$ cat src/rtl/cpu_cache_rd_arb.sv
// cpu_cache_rd_arb: shares the cpu_cache read-request channel between LP0 and
// LP1, tags requests with lp_id, steers tagged responses back to their issuer,
// enforces per-requester outstanding-read credits and provides a flush/drain
// state machine that quiesces the read path on demand.
//
// Handshake rule (both channels): a transfer happens in a cycle where valid
// and ready are both high; a valid request is never withdrawn and its address
// and id stay stable until accepted.
//
// Optional build macro CPU_CACHE_RD_ARB_FIXED_PRIO_EN: when defined, LP0 wins
// every contested cycle instead of round-robin. Lock and credits are unchanged.
//
// dbg_state exposes the flush FSM state (0 RUN, 1 DRAIN, 2 DONE) for checkers.
module cpu_cache_rd_arb #(
  parameter int AWIDTH    = 10,
  parameter int LANES     = 4,
  parameter int MAX_OUTST = 4
) (
  input  logic                   clk,
  input  logic                   reset,
  input  logic [1:0][AWIDTH-1:0] i_rq_addr,
  input  logic [1:0]             i_rq_valid,
  output logic [1:0]             o_rq_ready,
  output logic [LANES-1:0][31:0] o_rs_data,
  output logic [1:0]             o_rs_valid,
  input  logic [1:0]             i_rs_ready,
  output logic [AWIDTH-1:0]      c_rdreq_addr,
  output logic                   c_rdreq_valid,
  output logic                   c_rdreq_lp_id,
  input  logic                   c_rdreq_ready,
  input  logic [LANES-1:0][31:0] c_rdresp_data,
  input  logic                   c_rdresp_valid,
  input  logic                   c_rdresp_lp_id,
  output logic                   c_rdresp_ready,
  input  logic                   i_flush_req,
  output logic                   o_flush_done,
  output logic [1:0][3:0]        o_outst,
  output logic [1:0]             dbg_state
);

  typedef enum logic [1:0] {
    ST_RUN   = 2'd0,
    ST_DRAIN = 2'd1,
    ST_DONE  = 2'd2
  } state_t;

  localparam logic [3:0] MAX_CNT = 4'(MAX_OUTST);

  state_t          state;
  logic [1:0][3:0] cnt;
  logic [1:0][3:0] cnt_nxt;
  logic            lock;
  logic            lock_id;
  logic            lock_nxt;
  logic [1:0]      elig;
  logic            gnt_valid;
  logic            gnt_id;
  logic            both_pick;
  logic            req_acc;
  logic            rsp_acc;
  logic [1:0]      inc;
  logic [1:0]      dec;

  // A requester may compete only with credit left and only while running
  always_comb begin
    elig = 2'b00;
    for (int k = 0; k < 2; k++) begin
      elig[k] = i_rq_valid[k] && (cnt[k] < MAX_CNT) && (state == ST_RUN);
    end
  end

`ifdef CPU_CACHE_RD_ARB_FIXED_PRIO_EN
  assign both_pick = 1'b0;
`else
  logic last;

  // Remember the most recent accepted winner; the other side gets priority
  always_ff @(posedge clk or posedge reset) begin
    if (reset) begin
      last <= 1'b1;
    end else if (req_acc) begin
      last <= gnt_id;
    end
  end

  assign both_pick = ~last;
`endif

  // Grant select: a stalled request owns the channel until it is accepted
  always_comb begin
    gnt_valid = 1'b0;
    gnt_id    = 1'b0;
    if (lock) begin
      gnt_valid = 1'b1;
      gnt_id    = lock_id;
    end else if (elig == 2'b11) begin
      gnt_valid = 1'b1;
      gnt_id    = both_pick;
    end else if (elig[0]) begin
      gnt_valid = 1'b1;
      gnt_id    = 1'b0;
    end else if (elig[1]) begin
      gnt_valid = 1'b1;
      gnt_id    = 1'b1;
    end
  end

  assign c_rdreq_valid = gnt_valid;
  assign c_rdreq_addr  = i_rq_addr[gnt_id];
  assign c_rdreq_lp_id = gnt_id;
  assign o_rq_ready[0] = gnt_valid & ~gnt_id & c_rdreq_ready;
  assign o_rq_ready[1] = gnt_valid &  gnt_id & c_rdreq_ready;
  assign req_acc       = gnt_valid & c_rdreq_ready;
  assign lock_nxt      = gnt_valid & ~c_rdreq_ready;

  assign o_rs_data      = c_rdresp_data;
  assign o_rs_valid[0]  = c_rdresp_valid & ~c_rdresp_lp_id;
  assign o_rs_valid[1]  = c_rdresp_valid &  c_rdresp_lp_id;
  assign c_rdresp_ready = i_rs_ready[c_rdresp_lp_id];
  assign rsp_acc        = c_rdresp_valid & c_rdresp_ready;

  // Next credit counts: +1 per accepted request, -1 per accepted response
  always_comb begin
    inc     = 2'b00;
    dec     = 2'b00;
    cnt_nxt = cnt;
    for (int k = 0; k < 2; k++) begin
      inc[k] = req_acc && (gnt_id == 1'(k));
      dec[k] = rsp_acc && (c_rdresp_lp_id == 1'(k));
      if (inc[k] && !dec[k]) begin
        cnt_nxt[k] = cnt[k] + 4'd1;
      end else if (!inc[k] && dec[k] && (cnt[k] != 4'd0)) begin
        cnt_nxt[k] = cnt[k] - 4'd1;
      end
    end
  end

  // Credit counters and the stall lock
  always_ff @(posedge clk or posedge reset) begin
    if (reset) begin
      cnt     <= '0;
      lock    <= 1'b0;
      lock_id <= 1'b0;
    end else begin
      cnt     <= cnt_nxt;
      lock    <= lock_nxt;
      lock_id <= gnt_id;
    end
  end

  // Flush FSM; DONE is judged on next-cycle credits so it follows the last
  // accepted response by exactly one cycle
  always_ff @(posedge clk or posedge reset) begin
    if (reset) begin
      state        <= ST_RUN;
      o_flush_done <= 1'b0;
    end else begin
      case (state)
        ST_RUN: begin
          o_flush_done <= 1'b0;
          if (i_flush_req) begin
            state <= ST_DRAIN;
          end
        end
        ST_DRAIN: begin
          if (!i_flush_req) begin
            state        <= ST_RUN;
            o_flush_done <= 1'b0;
          end else if ((cnt_nxt[0] == 4'd0) && (cnt_nxt[1] == 4'd0) && !lock_nxt) begin
            state        <= ST_DONE;
            o_flush_done <= 1'b1;
          end
        end
        ST_DONE: begin
          if (!i_flush_req) begin
            state        <= ST_RUN;
            o_flush_done <= 1'b0;
          end
        end
        default: begin
          state        <= ST_RUN;
          o_flush_done <= 1'b0;
        end
      endcase
    end
  end

  assign o_outst   = cnt;
  assign dbg_state = state;

  // A response for a requester with no reads in flight is a cache protocol error
  a_no_underflow_0: assert property (@(posedge clk) disable iff (reset)
    !(dec[0] && !inc[0] && (cnt[0] == 4'd0)));
  a_no_underflow_1: assert property (@(posedge clk) disable iff (reset)
    !(dec[1] && !inc[1] && (cnt[1] == 4'd0)));

endmodule
$ cat config.mk
export PLATFORM = sky130hd
export DESIGN_NAME = cpu_cache_rd_arb
export DESIGN_NICKNAME = d
export VERILOG_FILES = /design/src/rtl/cpu_cache_rd_arb.sv
export SDC_FILE = /design/constraint.sdc
export NUM_CORES = 1
export LEC_CHECK = 0
export CAP_MARGIN = 20
export CORE_AREA = 2 2 123 125
export DETAILED_ROUTE_END_ITERATION = 16
export DIE_AREA = 0 0 125 127
export GPL_ROUTABILITY_DRIVEN = 0
export PLACE_DENSITY = 0.52
export SYNTH_ARGS = -nofsm -noshare
export SYNTH_HDL_FRONTEND = slang
export SYNTH_SLANG_ARGS = --single-unit
$ cat constraint.sdc
create_clock -name clk -period 2.9 [get_ports clk]
set_input_delay 0.58 -clock clk [delete_from_list [all_inputs] [get_ports clk]]
set_output_delay 0.58 -clock clk [all_outputs]
set_load 0.005 [all_outputs]
After elaboration in Yosys (flattened, before gate mapping)
Index checks and enable logic that the tools add are counted.

Bits in registers: 14. Latch bits: 0. Bits in writable memories: 0. Memory bits (read-only): 0. Input bits: 158. Output and inout bits: 156. Logic and storage cells: 86. Memories kept: 0.

Add/subtract/negate cells: 4. Multipliers: 0. Div/mod/pow operators: 0. Magnitude comparators: 4. Eq/ne operators: 6. Shift-type cells: 0. Multiplexer cells: 24. Bitwise logic cells: 13. Reduce and logical (&&, ||, !) cells: 28.

Operators by type and width (count): two-way mux 10 bit (2); logical AND 1 bit (16); two-way mux 4 bit (4); two-way mux 1 bit (12); bitwise AND 1 bit (9); adder 4 x 1 -> 4 bit, second input constant (2); zero test 4 bit (2); less-than comparator 4 x 3 -> 1 bit, second input constant (2); two-way mux 2 bit (4); nonzero test 4 bit (2); subtractor 4 x 1 -> 4 bit, second input constant (2); one-hot mux 2 bit (3 select lines) (1); zero test 1 bit (5); equality test 2 bit, second input constant (2); less-than comparator 1 x 2 -> 1 bit, second input constant (2); != test 2 bit, second input constant (2); inverter 1 bit (4); != test 3 bit, second input constant (1); AND reduction 3 bit (1); equality test 2 x 1 -> 1 bit, second input constant (1); zero test 2 bit (1); one-hot mux 1 bit (2 select lines) (1); AND reduction 2 bit (1).

Longest topological paths before layout
Gate-level depths: netlist of the first run.

Depth after elaboration: 20. Depth in mapped cells: 9. Depth with buffers taken out: 8.

Least setup slack after synthesis of the first run
Ideal clock, no wire load.

Path kind: input to register. Start: input port i_rq_valid[1]. End: register state[0], in the netlist dbg_state[0]. Setup time: 119 ps. Arrival time: 2380 ps. Setup slack: 401 ps. Cell stages on the path: 8. Buffers on the path: 0. Cell sequence: or4b_4 a41oi_4 inv_4 a211oi_2 o21ai_2 nor2_1 or4b_4 o21ba_2.

RTL lines: start: declaration (RTL line 22) `input logic [1:0] i_rq_valid,`; end signal: assignment (RTL line 155) `state <= ST_RUN;`; end signal: assignment (RTL line 162) `state <= ST_DRAIN;`; end signal: assignment (RTL line 167) `state <= ST_RUN;`; end: declaration (RTL line 49) `state_t state;`.

==> flow_results.xml, run 1 <==
<?xml version="1.0" encoding="UTF-8"?>
<metrics>
  <group name="synthesis">
    <metric name="ys_top_cells_by_count" unit="">buf_4 (128), nand2_1 (40), dfrtp_1 (13)</metric>
    <metric name="netlist_instances" unit="">272</metric>
    <metric name="synth_top_flop_cell" unit="">dfrtp_1</metric>
    <metric name="synth_largest_area_cell" unit="">buf_4</metric>
    <metric name="synth_area_leaders" unit="">buf_4 (45%), dfrtp_1 (15%), nand2_1 (7.1%)</metric>
    <metric name="synth.cell_area" unit="um2">2130</metric>
    <metric name="synth.most_common_cell" unit="">buf_4</metric>
    <metric name="synth_area_per_cell" unit="um2">7.829</metric>
    <metric name="syn-num-nets" unit="">434</metric>
    <metric name="asyncSetResetFlopFracSynth" unit="">1.000</metric>
    <metric name="synth.top_cell.area_share" unit="">0.4512</metric>
    <metric name="synth_edf_count" unit="">0</metric>
    <metric name="synth_cell_types" unit="">53</metric>
    <metric name="post_synthesis_sequential_area_ratio" unit="">0.1651</metric>
    <metric name="flip_flop_and_latch_count_after_synthesis" unit="">14</metric>
    <metric name="synth-warning-count" unit="">0</metric>
  </group>
  <group name="cells_and_area">
    <metric name="layout.filler_cells" unit="">1662</metric>
    <metric name="fin_cells" unit="">409</metric>
    <metric name="finalNetCount" unit="">388</metric>
    <metric name="finished_layout_cell_area" unit="um2">2256</metric>
    <metric name="post_route_cells_drive_above_1_share" unit="">0.2089</metric>
    <metric name="n_antenna_cell" unit="">0</metric>
    <metric name="multi_input_area" unit="um2">803.3</metric>
    <metric name="seqCellArea" unit="um2">351.6</metric>
    <metric name="syn_to_final_growth" unit="%">5.934</metric>
  </group>
  <group name="pwr">
    <metric name="p_int" unit="mW">1.006</metric>
    <metric name="clockPowerShare" unit="">0.156</metric>
    <metric name="power.share.sequential" unit="">0.246</metric>
    <metric name="comb_power_share" unit="">0.598</metric>
    <metric name="sw_share" unit="">0.3937</metric>
    <metric name="cellPowerDensity" unit="nW/um2">735.2</metric>
    <metric name="p_switching" unit="mW">0.6530</metric>
    <metric name="irDropWorstVdd" unit="V">0.0001862</metric>
    <metric name="finalPower" unit="mW">1.659</metric>
    <metric name="leak_pwr" unit="nW">0.9514</metric>
  </group>
  <group name="sta">
    <metric name="slew-limit-headroom" unit="">0.6406</metric>
    <metric name="hold_ws" unit="ps">494.6</metric>
    <metric name="setup_viol_count_final" unit="">0</metric>
    <metric name="clock_skew" unit="ps">1.935</metric>
    <metric name="final.period_utilization" unit="">0.9633</metric>
    <metric name="report.final.slew_viol_count" unit="">0</metric>
    <metric name="unrepaired_setup_endpoints_after_global_routing" unit="">no</metric>
    <metric name="tightestPinTransition" unit="ps">538.4</metric>
    <metric name="timing.final.hold_violations" unit="">0</metric>
    <metric name="fin_crit" unit="ps">2794</metric>
    <metric name="min_setup_slack_post_route" unit="ps">106.3</metric>
    <metric name="fmax" unit="MHz">358.0</metric>
  </group>
  <group name="placement">
    <metric name="post-place-cells" unit="">402</metric>
    <metric name="detailed_place_hpwl" unit="um">6505</metric>
    <metric name="port_buffers" unit="">57</metric>
    <metric name="dpl_cell_area" unit="um2">2101</metric>
    <metric name="worst_setup_slack_after_placement" unit="ps">-306.7</metric>
  </group>
  <group name="drt">
    <metric name="drcViolationCount" unit="">0</metric>
    <metric name="routed_via_density" unit="">3.741</metric>
    <metric name="detail_route.wirelength" unit="um">7462</metric>
    <metric name="post_drt_wl_per_cell" unit="um">18.24</metric>
    <metric name="detail-route-antenna-nets" unit="">0</metric>
    <metric name="drt_first_pass_iters" unit="">4</metric>
    <metric name="detail_route.iter0.violations" unit="">120</metric>
    <metric name="detailroute.via_count" unit="">1530</metric>
  </group>
  <group name="setup_path">
    <metric name="start_kind" unit="">input pin</metric>
    <metric name="critPathRequiredTime" unit="ps">3030</metric>
    <metric name="crit_path_max_fanout" unit="">4</metric>
    <metric name="cp_data_arrival_time" unit="ps">2920</metric>
    <metric name="timing_worst_setup_path_type" unit="">input pin to register</metric>
    <metric name="timing.critical_path.to_type" unit="">register</metric>
  </group>
  <group name="die">
    <metric name="floorplan.io_pins" unit="">314</metric>
    <metric name="initial_core_util" unit="">0.1476</metric>
    <metric name="fp.coreArea" unit="um2">14420</metric>
    <metric name="core.rowCount" unit="">44</metric>
    <metric name="chipWidth" unit="um">125</metric>
    <metric name="floorplan.die_area" unit="um2">15880</metric>
    <metric name="chip_height" unit="um">127</metric>
  </group>
  <group name="global_routing">
    <metric name="pin_count_of_the_biggest_net_entering_global_routing" unit="">15</metric>
    <metric name="grt_antenna_before_repair" unit="">0</metric>
    <metric name="grt_pass1_vias" unit="">1543</metric>
    <metric name="global_route.overflow_total" unit="">0</metric>
    <metric name="track_usage" unit="">0.08554</metric>
    <metric name="global_route_wire_length_before_repair" unit="um">10160</metric>
  </group>
  <group name="cts">
    <metric name="clk_transition_reported_paths" unit="ps">40</metric>
    <metric name="cts_buffer_depth" unit="">2</metric>
    <metric name="clkSinkCount" unit="">14</metric>
    <metric name="cts.htree.levels" unit="">1</metric>
    <metric name="clock_tree.root_cell" unit="">clkbuf_16</metric>
    <metric name="cts_tree" unit="">built</metric>
    <metric name="cts_hold_repair.buffers" unit="">0</metric>
    <metric name="tritoncts_buffers" unit="">3</metric>
    <metric name="clock_insertion_delay_worst_skew" unit="ps">240</metric>
  </group>
  <group name="hold_path">
    <metric name="holdCritPathClass" unit="">register to register</metric>
  </group>
  <group name="run_status">
    <metric name="result_of_the_run" unit="">completed</metric>
  </group>
  <group name="job">
    <metric name="max_cap_violations" unit="">0</metric>
  </group>
</metrics>
power groups by stage:
stage	Sequential [mW]	Clock (mW)	Combinational, mW
6_report	0.408	0.258	0.992
3_3_place_gp	0.408	0	0.930
2_1_floorplan	0.370	0	0.606
4_1_cts	0.408	0.264	0.977
5_1_grt	0.423	0.272	1.09
3_5_place_dp	0.408	0	0.933
logic make-up after synthesis:
family          Yosys count  share of synthesized area
compound gates           30                     0.1087
flops                    14                     0.1651
buf+inv                 141                     0.4788
xor+xnor                  4                    0.01645
simple gates             77                     0.1974
fa+ha+maj                 4                    0.02350
mux                       2                   0.009988
layout by cell type (no fill, tap or decap), types with 3 or more instances in the layout:
master,n
a21oi_1,8
buf_4,20
buf_6,3
clkbuf_16,3
clkdlybuf4s50_1,52
dfrtp_1,13
dlygate4sd2_1,4
ha_1,4
inv_1,8
nand2_1,39
nand3_1,4
nor2_1,8
o211ai_1,3
per-stage QoR:
stage	TNS, ps	utilization
final	0	0.1564
after global placement	-2455	0.1456
after detailed placement	-2734	0.1456
after CTS	0	0.1550
after floorplan	0	-
after global routing	0	0.1564
cell type report:
type | count | share of cell area
well taps | 184 | 0.1021
repair buffers | 80 | 0.3333
inverters | 10 | 0.01775
multi-input cells | 117 | 0.3561
clock buffers | 4 | 0.03494
flip-flops and latches | 14 | 0.1559
final timing paths:
| check | startpoint | cells past startpoint | slack, ps | end |
|---|---|---|---|---|
| setup / recovery | c_rdresp_lp_id | 8 | 110 | dbg_state[0] |
| hold / removal | last | 2 | 490 | last |
| setup reg to reg | lock | 10 | 200 | dbg_state[0] |
| hold reg to reg | last | 2 | 490 | last |
| max in group asynchronous | reset | 2 | 1850 | last |
| min in group asynchronous | reset | 2 | 680 | o_outst[0] |
repair_timing:
| item | in CTS | in global routing |
|---|---|---|
| gates resized for setup | 13 | 5 |
| endpoints found under the setup margin | 15 | 11 |
| buffers inserted | 3 | 0 |
| pin swaps | 2 | 1 |
critical path, stage by stage:
cell and delay, ps:
clkdlybuf4s50_1 470, and3_1 240, and4b_2 230, a21oi_1 140, mux2i_1 110, or3b_1 370, or4b_4 560, o21ba_2 210
layer usage:
| metal | part of all wire | track usage | vias to the layer above | routed length (um) |
|---|---|---|---|---|
| li1 | - | - | 673 | - |
| met1 | 0.27 | 0.06748 | 678 | 1998 |
| met2 | 0.53 | 0.1586 | 137 | 3949 |
| met3 | 0.16 | 0.05653 | 42 | 1163 |
| met4 | 0.047 | 0.04575 | 0 | 350 |
| met5 | 0 | 0 | - | 0 |
state kept, by name, indices dropped and copies added, names as in the netlist:
name          count
lock_id           1
o_outst           8
dbg_state         2
lock              1
o_flush_done      1
last              1
No activity file was read; power rests on OpenSTA's default activity.
==> run 2: changes to the inputs <==
CORE_AREA = 2 2 120 122   (was 2 2 123 125)
DIE_AREA = 0 0 122 124   (was 0 0 125 127)
DONT_BUFFER_PORTS = 1   (was unset)
PLACE_DENSITY = 0.3   (was 0.52)
==> run 2 against run 1 <==
Sequential power fell by 13%. Critical path depth did not move. Die area decreased by 4.7%. Maximum frequency increased by 4.8%. Combinational power down 28%. Critical endpoint is now o_flush_done. Non-clock buffer count fell by 69.
==> flow_results.xml, run 2 (synthesized netlist as in run 1, its figures left out) <==
<?xml version="1.0" encoding="UTF-8"?>
<metrics>
  <group name="die">
    <metric name="core.rowCount" unit="">43</metric>
    <metric name="floorplan.die_area" unit="um2">15130</metric>
    <metric name="fp.coreArea" unit="um2">13720</metric>
    <metric name="floorplan.io_pins" unit="">314</metric>
    <metric name="chip_height" unit="um">124</metric>
    <metric name="chipWidth" unit="um">122</metric>
    <metric name="initial_core_util" unit="">0.1552</metric>
  </group>
  <group name="sta">
    <metric name="final.period_utilization" unit="">0.9191</metric>
    <metric name="slew-limit-headroom" unit="">0.6071</metric>
    <metric name="report.final.slew_viol_count" unit="">0</metric>
    <metric name="setup_viol_count_final" unit="">0</metric>
    <metric name="tightestPinTransition" unit="ps">588.7</metric>
    <metric name="fin_crit" unit="ps">2665</metric>
    <metric name="fmax" unit="MHz">375.2</metric>
    <metric name="unrepaired_setup_endpoints_after_global_routing" unit="">no</metric>
    <metric name="setup-tns-final" unit="ps">0</metric>
    <metric name="clock_skew" unit="ps">2.727</metric>
    <metric name="timing.final.hold_violations" unit="">0</metric>
  </group>
  <group name="drt">
    <metric name="detail_route.wirelength" unit="um">5598</metric>
    <metric name="routed_via_density" unit="">3.637</metric>
    <metric name="detailroute.via_count" unit="">1222</metric>
    <metric name="drt_first_pass_iters" unit="">4</metric>
    <metric name="detail-route-antenna-nets" unit="">0</metric>
    <metric name="drcViolationCount" unit="">0</metric>
    <metric name="post_drt_wl_per_cell" unit="um">16.66</metric>
    <metric name="detail_route.iter0.violations" unit="">40</metric>
  </group>
  <group name="placement">
    <metric name="port_buffers" unit="">0</metric>
    <metric name="post-place-cells" unit="">332</metric>
    <metric name="detailed_place_hpwl" unit="um">4781</metric>
    <metric name="dpl_cell_area" unit="um2">1458</metric>
  </group>
  <group name="cells_and_area">
    <metric name="finished_layout_cell_area" unit="um2">1539</metric>
    <metric name="syn_to_final_growth" unit="%">-27.73</metric>
    <metric name="mostFrequentLayoutCell" unit="">nand2_1</metric>
    <metric name="layout.core_utilization" unit="">0.1122</metric>
    <metric name="n_antenna_cell" unit="">0</metric>
    <metric name="fin_cells" unit="">336</metric>
    <metric name="post_route_cells_drive_above_1_share" unit="">0.1923</metric>
    <metric name="largest_register_ff_count" unit="">8</metric>
    <metric name="finalNetCount" unit="">319</metric>
    <metric name="layout.cells.most_common_list" unit="">nand2_1 (40), dfrtp_1 (13), buf_4 (11), inv_1 (9), a21oi_1 (8)</metric>
  </group>
  <group name="cts">
    <metric name="clkSinkCount" unit="">14</metric>
    <metric name="cts_tree" unit="">built</metric>
    <metric name="clock_tree.root_cell" unit="">clkbuf_16</metric>
    <metric name="clk_transition_reported_paths" unit="ps">50</metric>
    <metric name="cts_setup_buffers" unit="">0</metric>
    <metric name="cts_buffer_depth" unit="">2</metric>
    <metric name="tritoncts_buffers" unit="">3</metric>
    <metric name="clock_insertion_delay_worst_skew" unit="ps">240</metric>
    <metric name="cts_hold_repair.buffers" unit="">0</metric>
    <metric name="cts.htree.levels" unit="">1</metric>
  </group>
  <group name="setup_path">
    <metric name="cp_data_arrival_time" unit="ps">2810</metric>
    <metric name="crit_path_max_fanout" unit="">7</metric>
    <metric name="critPathRequiredTime" unit="ps">3040</metric>
    <metric name="timing.critical_path.to_type" unit="">register</metric>
    <metric name="start_kind" unit="">register</metric>
    <metric name="timing_worst_setup_path_type" unit="">register to register</metric>
  </group>
  <group name="pwr">
    <metric name="irDropWorstVdd" unit="V">0.0001994</metric>
    <metric name="cellPowerDensity" unit="nW/um2">860.6</metric>
    <metric name="leak_pwr" unit="nW">0.6451</metric>
    <metric name="finalPower" unit="mW">1.325</metric>
  </group>
  <group name="global_routing">
    <metric name="grt_antenna_before_repair" unit="">0</metric>
    <metric name="pin_count_of_the_biggest_net_entering_global_routing" unit="">15</metric>
    <metric name="global_route_wire_length_before_repair" unit="um">7534</metric>
    <metric name="track_usage" unit="">0.06874</metric>
    <metric name="global_route.overflow_total" unit="">0</metric>
    <metric name="grt_pass1_vias" unit="">1148</metric>
  </group>
  <group name="job">
    <metric name="max_cap_violations" unit="">0</metric>
  </group>
  <group name="hold_path">
    <metric name="holdCritPathClass" unit="">input pin to asynchronous set/reset pin</metric>
  </group>
  <group name="run_status">
    <metric name="result_of_the_run" unit="">completed</metric>
  </group>
</metrics>
## run 2: stage by stage
stage               setup WS (ps)  hold slack [ps]
floorplan                   400.9            453.8
global placement            204.3            493.8
detailed placement          207.5            479.6
CTS                         205.6            310.0
global route                28.73            345.8
finish                      234.6            289.8
## run 2: worst paths after layout
kind | startpoint | to | slack (ps) | cells past startpoint
min in group clk | c_rdreq_ready | lock | 420 | 1
max in group asynchronous | reset | lock_id | 2220 | 1
hold reg to reg | last | last | 490 | 2
hold / removal | reset | o_outst[0] | 290 | 1
setup reg to reg | o_outst[6] | o_flush_done | 230 | 8
setup / recovery | o_outst[6] | o_flush_done | 230 | 8
## run 2: worst max-delay path, cell delays in order (launching register included)
cell,delay (ps)
dfrtp_1,400
buf_4,170
nor2_1,180
a31oi_1,180
or4_1,550
xor2_1,140
o211ai_1,150
or4b_4,540
o31ai_1,250
## run 2: timing repair
action / in CTS / in global routing
hold endpoints to repair: 0 / 0
resized for setup: 0 / 1
endpoints found under the setup margin: 0 / 1
## run 2: layout make-up
type / instances / area [um2]
Timing Repair Buffer: 11 / 82.58
Tap cell: 180 / 225.2
Multi-Input combinational cell: 117 / 760.7
Clock buffer: 4 / 78.83
Sequential cell: 14 / 351.6
Inverter: 10 / 40.04
Fill cell: 1564 / 12180
## run 2: power breakdown
part,total [mW],switching (mW),leakage [nW],internal (mW)
Combinational,0.710,0.423,0.435,0.288
Clock,0.260,0.0742,0.0382,0.185
Sequential,0.355,0.0807,0.172,0.274
## run 2: per-layer routing
layer  routed length (um)  track usage  up-vias
li1                     -            -      541
met1                 1942      0.06943      552
met2                 2547       0.1009       89
met3                  841      0.04716       40
met4                  266      0.04885        0
met5                    0            0        -
==> run 3: changes to the inputs <==
CORE_AREA = 8 8 116 118   (was 2 2 120 122)
DIE_AREA = 0 0 124 126   (was 0 0 122 124)
==> run 3 against run 2 <==
Cell count shrank 11%. Final area decreased by 3.3%. Maximum frequency rose by 0.33%. Die area grew 3.3%. Sequential share of layout area grew 0.77 points. Total power up 0.30%. Critical path type unchanged. Critical endpoint unchanged.
==> flow_results.xml, run 3 (synthesized netlist as in run 1, its figures left out) <==
<?xml version="1.0" encoding="UTF-8"?>
<metrics>
  <group name="pwr">
    <metric name="leak_pwr" unit="nW">0.6367</metric>
    <metric name="power.share.sequential" unit="">0.270</metric>
    <metric name="finalPower" unit="mW">1.328</metric>
    <metric name="p_switching" unit="mW">0.5753</metric>
    <metric name="sw_share" unit="">0.4331</metric>
    <metric name="clockPowerShare" unit="">0.216</metric>
    <metric name="p_int" unit="mW">0.7531</metric>
    <metric name="comb_power_share" unit="">0.514</metric>
    <metric name="irDropWorstVdd" unit="V">0.0001699</metric>
    <metric name="cellPowerDensity" unit="nW/um2">892.2</metric>
  </group>
  <group name="setup_path">
    <metric name="crit_path_frequent_cell" unit="">or4b_4</metric>
    <metric name="critPathRequiredTime" unit="ps">3050</metric>
    <metric name="start_kind" unit="">register</metric>
    <metric name="critPathTopFamily" unit="">simple AND/OR/NAND/NOR gates</metric>
    <metric name="cp_data_arrival_time" unit="ps">2800</metric>
    <metric name="worst_path_largest_cell_delay" unit="ps">570</metric>
    <metric name="cpMaxStageDelayCell" unit="">or4b_4</metric>
    <metric name="worst-path-buf-inv" unit="">1</metric>
    <metric name="crit_path_max_fanout" unit="">10</metric>
    <metric name="path_cells" unit="">or4b_4, a41oi_4, inv_4, a211oi_2, o21ai_2, nor2_1, or4b_4, o31ai_1</metric>
    <metric name="timing_worst_setup_path_type" unit="">register to register</metric>
    <metric name="timing.critical_path.to_type" unit="">register</metric>
  </group>
  <group name="sta">
    <metric name="final.period_utilization" unit="">0.9161</metric>
    <metric name="setup-tns-final" unit="ps">0</metric>
    <metric name="timing.final.hold_violations" unit="">0</metric>
    <metric name="fin_crit" unit="ps">2657</metric>
    <metric name="unrepaired_setup_endpoints_after_global_routing" unit="">no</metric>
    <metric name="report.final.slew_viol_count" unit="">0</metric>
    <metric name="slew-limit-headroom" unit="">0.6166</metric>
    <metric name="clock_skew" unit="ps">1.500</metric>
    <metric name="fmax" unit="MHz">376.4</metric>
    <metric name="setup_viol_count_final" unit="">0</metric>
    <metric name="tightestPinTransition" unit="ps">574.5</metric>
  </group>
  <group name="cells_and_area">
    <metric name="post_route_cells_drive_above_1_share" unit="">0.1830</metric>
    <metric name="syn_to_final_growth" unit="%">-30.08</metric>
    <metric name="layout.filler_cells" unit="">1360</metric>
    <metric name="n_antenna_cell" unit="">0</metric>
    <metric name="largest_register_ff_count" unit="">8</metric>
    <metric name="multi_input_area" unit="um2">764.5</metric>
    <metric name="layout.cells.most_common_list" unit="">nand2_1 (40), dfrtp_1 (13), inv_1 (9)</metric>
    <metric name="layout.core_utilization" unit="">0.1271</metric>
    <metric name="finalNetCount" unit="">316</metric>
    <metric name="seqCellArea" unit="um2">351.6</metric>
    <metric name="mostFrequentLayoutCell" unit="">nand2_1</metric>
  </group>
  <group name="die">
    <metric name="fp.coreArea" unit="um2">11710</metric>
    <metric name="chip_height" unit="um">126</metric>
    <metric name="core.rowCount" unit="">40</metric>
    <metric name="initial_core_util" unit="">0.1818</metric>
    <metric name="chipWidth" unit="um">124</metric>
    <metric name="floorplan.die_area" unit="um2">15620</metric>
    <metric name="floorplan.io_pins" unit="">314</metric>
  </group>
  <group name="cts">
    <metric name="clock_tree.root_cell" unit="">clkbuf_16</metric>
    <metric name="clkSinkCount" unit="">14</metric>
    <metric name="clock_insertion_delay_worst_skew" unit="ps">240</metric>
    <metric name="cts_buffer_depth" unit="">2</metric>
    <metric name="cts.htree.levels" unit="">1</metric>
    <metric name="cts_hold_repair.buffers" unit="">0</metric>
    <metric name="cts_tree" unit="">built</metric>
    <metric name="tritoncts_buffers" unit="">3</metric>
    <metric name="clk_transition_reported_paths" unit="ps">50</metric>
  </group>
  <group name="global_routing">
    <metric name="track_usage" unit="">0.07182</metric>
    <metric name="grt_antenna_before_repair" unit="">0</metric>
    <metric name="global_route.overflow_total" unit="">0</metric>
    <metric name="pin_count_of_the_biggest_net_entering_global_routing" unit="">15</metric>
    <metric name="grt_pass1_vias" unit="">1173</metric>
    <metric name="global_route_wire_length_before_repair" unit="um">8342</metric>
  </group>
  <group name="drt">
    <metric name="detail_route.iter0.violations" unit="">65</metric>
    <metric name="post_drt_wl_per_cell" unit="um">19.98</metric>
    <metric name="detailroute.via_count" unit="">1200</metric>
    <metric name="routed_via_density" unit="">4.000</metric>
    <metric name="drcViolationCount" unit="">0</metric>
    <metric name="drt_first_pass_iters" unit="">4</metric>
    <metric name="detail_route.wirelength" unit="um">5995</metric>
    <metric name="detail-route-antenna-nets" unit="">0</metric>
  </group>
  <group name="job">
    <metric name="max_cap_violations" unit="">0</metric>
  </group>
  <group name="placement">
    <metric name="port_buffers" unit="">0</metric>
    <metric name="detailed_place_hpwl" unit="um">5196</metric>
  </group>
  <group name="hold_path">
    <metric name="holdCritPathClass" unit="">input pin to asynchronous set/reset pin</metric>
  </group>
  <group name="run_status">
    <metric name="result_of_the_run" unit="">completed</metric>
  </group>
</metrics>
-- run 3: stage by stage --
step	instance area (um2)	instances	worst slack (ps)	hold slack (ps)
final	1489	300	243.4	283.0
after global routing	1489	300	5.078	336.2
after CTS	1483	300	160.8	310.8
after detailed placement	1394	296	180.8	479.5
after global placement	1394	296	195.4	477.6
after floorplan	2130	272	400.9	453.8
-- run 3: area by class of cell --
| type | count | share of cell area |
|---|---|---|
| multi-input combinational | 117 | 0.5134 |
| sequential | 14 | 0.2361 |
| tap | 147 | 0.1235 |
| clock buffer | 4 | 0.05966 |
| timing repair buffer | 8 | 0.04034 |
| inverter | 10 | 0.02689 |
-- run 3: power groups by stage --
stage | Sequential [mW] | Combinational, mW | Clock, mW
after CTS | 0.363 | 0.695 | 0.298
final | 0.359 | 0.683 | 0.287
after global placement | 0.368 | 0.709 | 0
after detailed placement | 0.365 | 0.693 | 0
after floorplan | 0.370 | 0.606 | 0
after global routing | 0.375 | 0.787 | 0.308
-- run 3: repair_timing --
action,in CTS,in global routing
gates resized for setup,0,1
hold endpoints to repair,0,0
setup endpoints to repair,0,1
buffers inserted,0,0
-- run 3: final timing paths --
check	startpoint	end	slack, ps	cells after the start
max	o_outst[7]	o_flush_done	240	8
min	reset	o_flush_done	280	1
max reg2reg	o_outst[7]	o_flush_done	240	8
min reg2reg	last	last	480	2
max in group asynchronous	reset	o_outst[6]	2240	1
min in group clk	c_rdreq_ready	lock	420	1
-- run 3: per-layer routing --
layer | track usage | vias up | part of all wire
li1 | - | 533 | -
met1 | 0.06177 | 547 | 0.29
met2 | 0.1057 | 88 | 0.46
met3 | 0.06836 | 32 | 0.20
met4 | 0.04342 | 0 | 0.048
met5 | 0 | - | 0
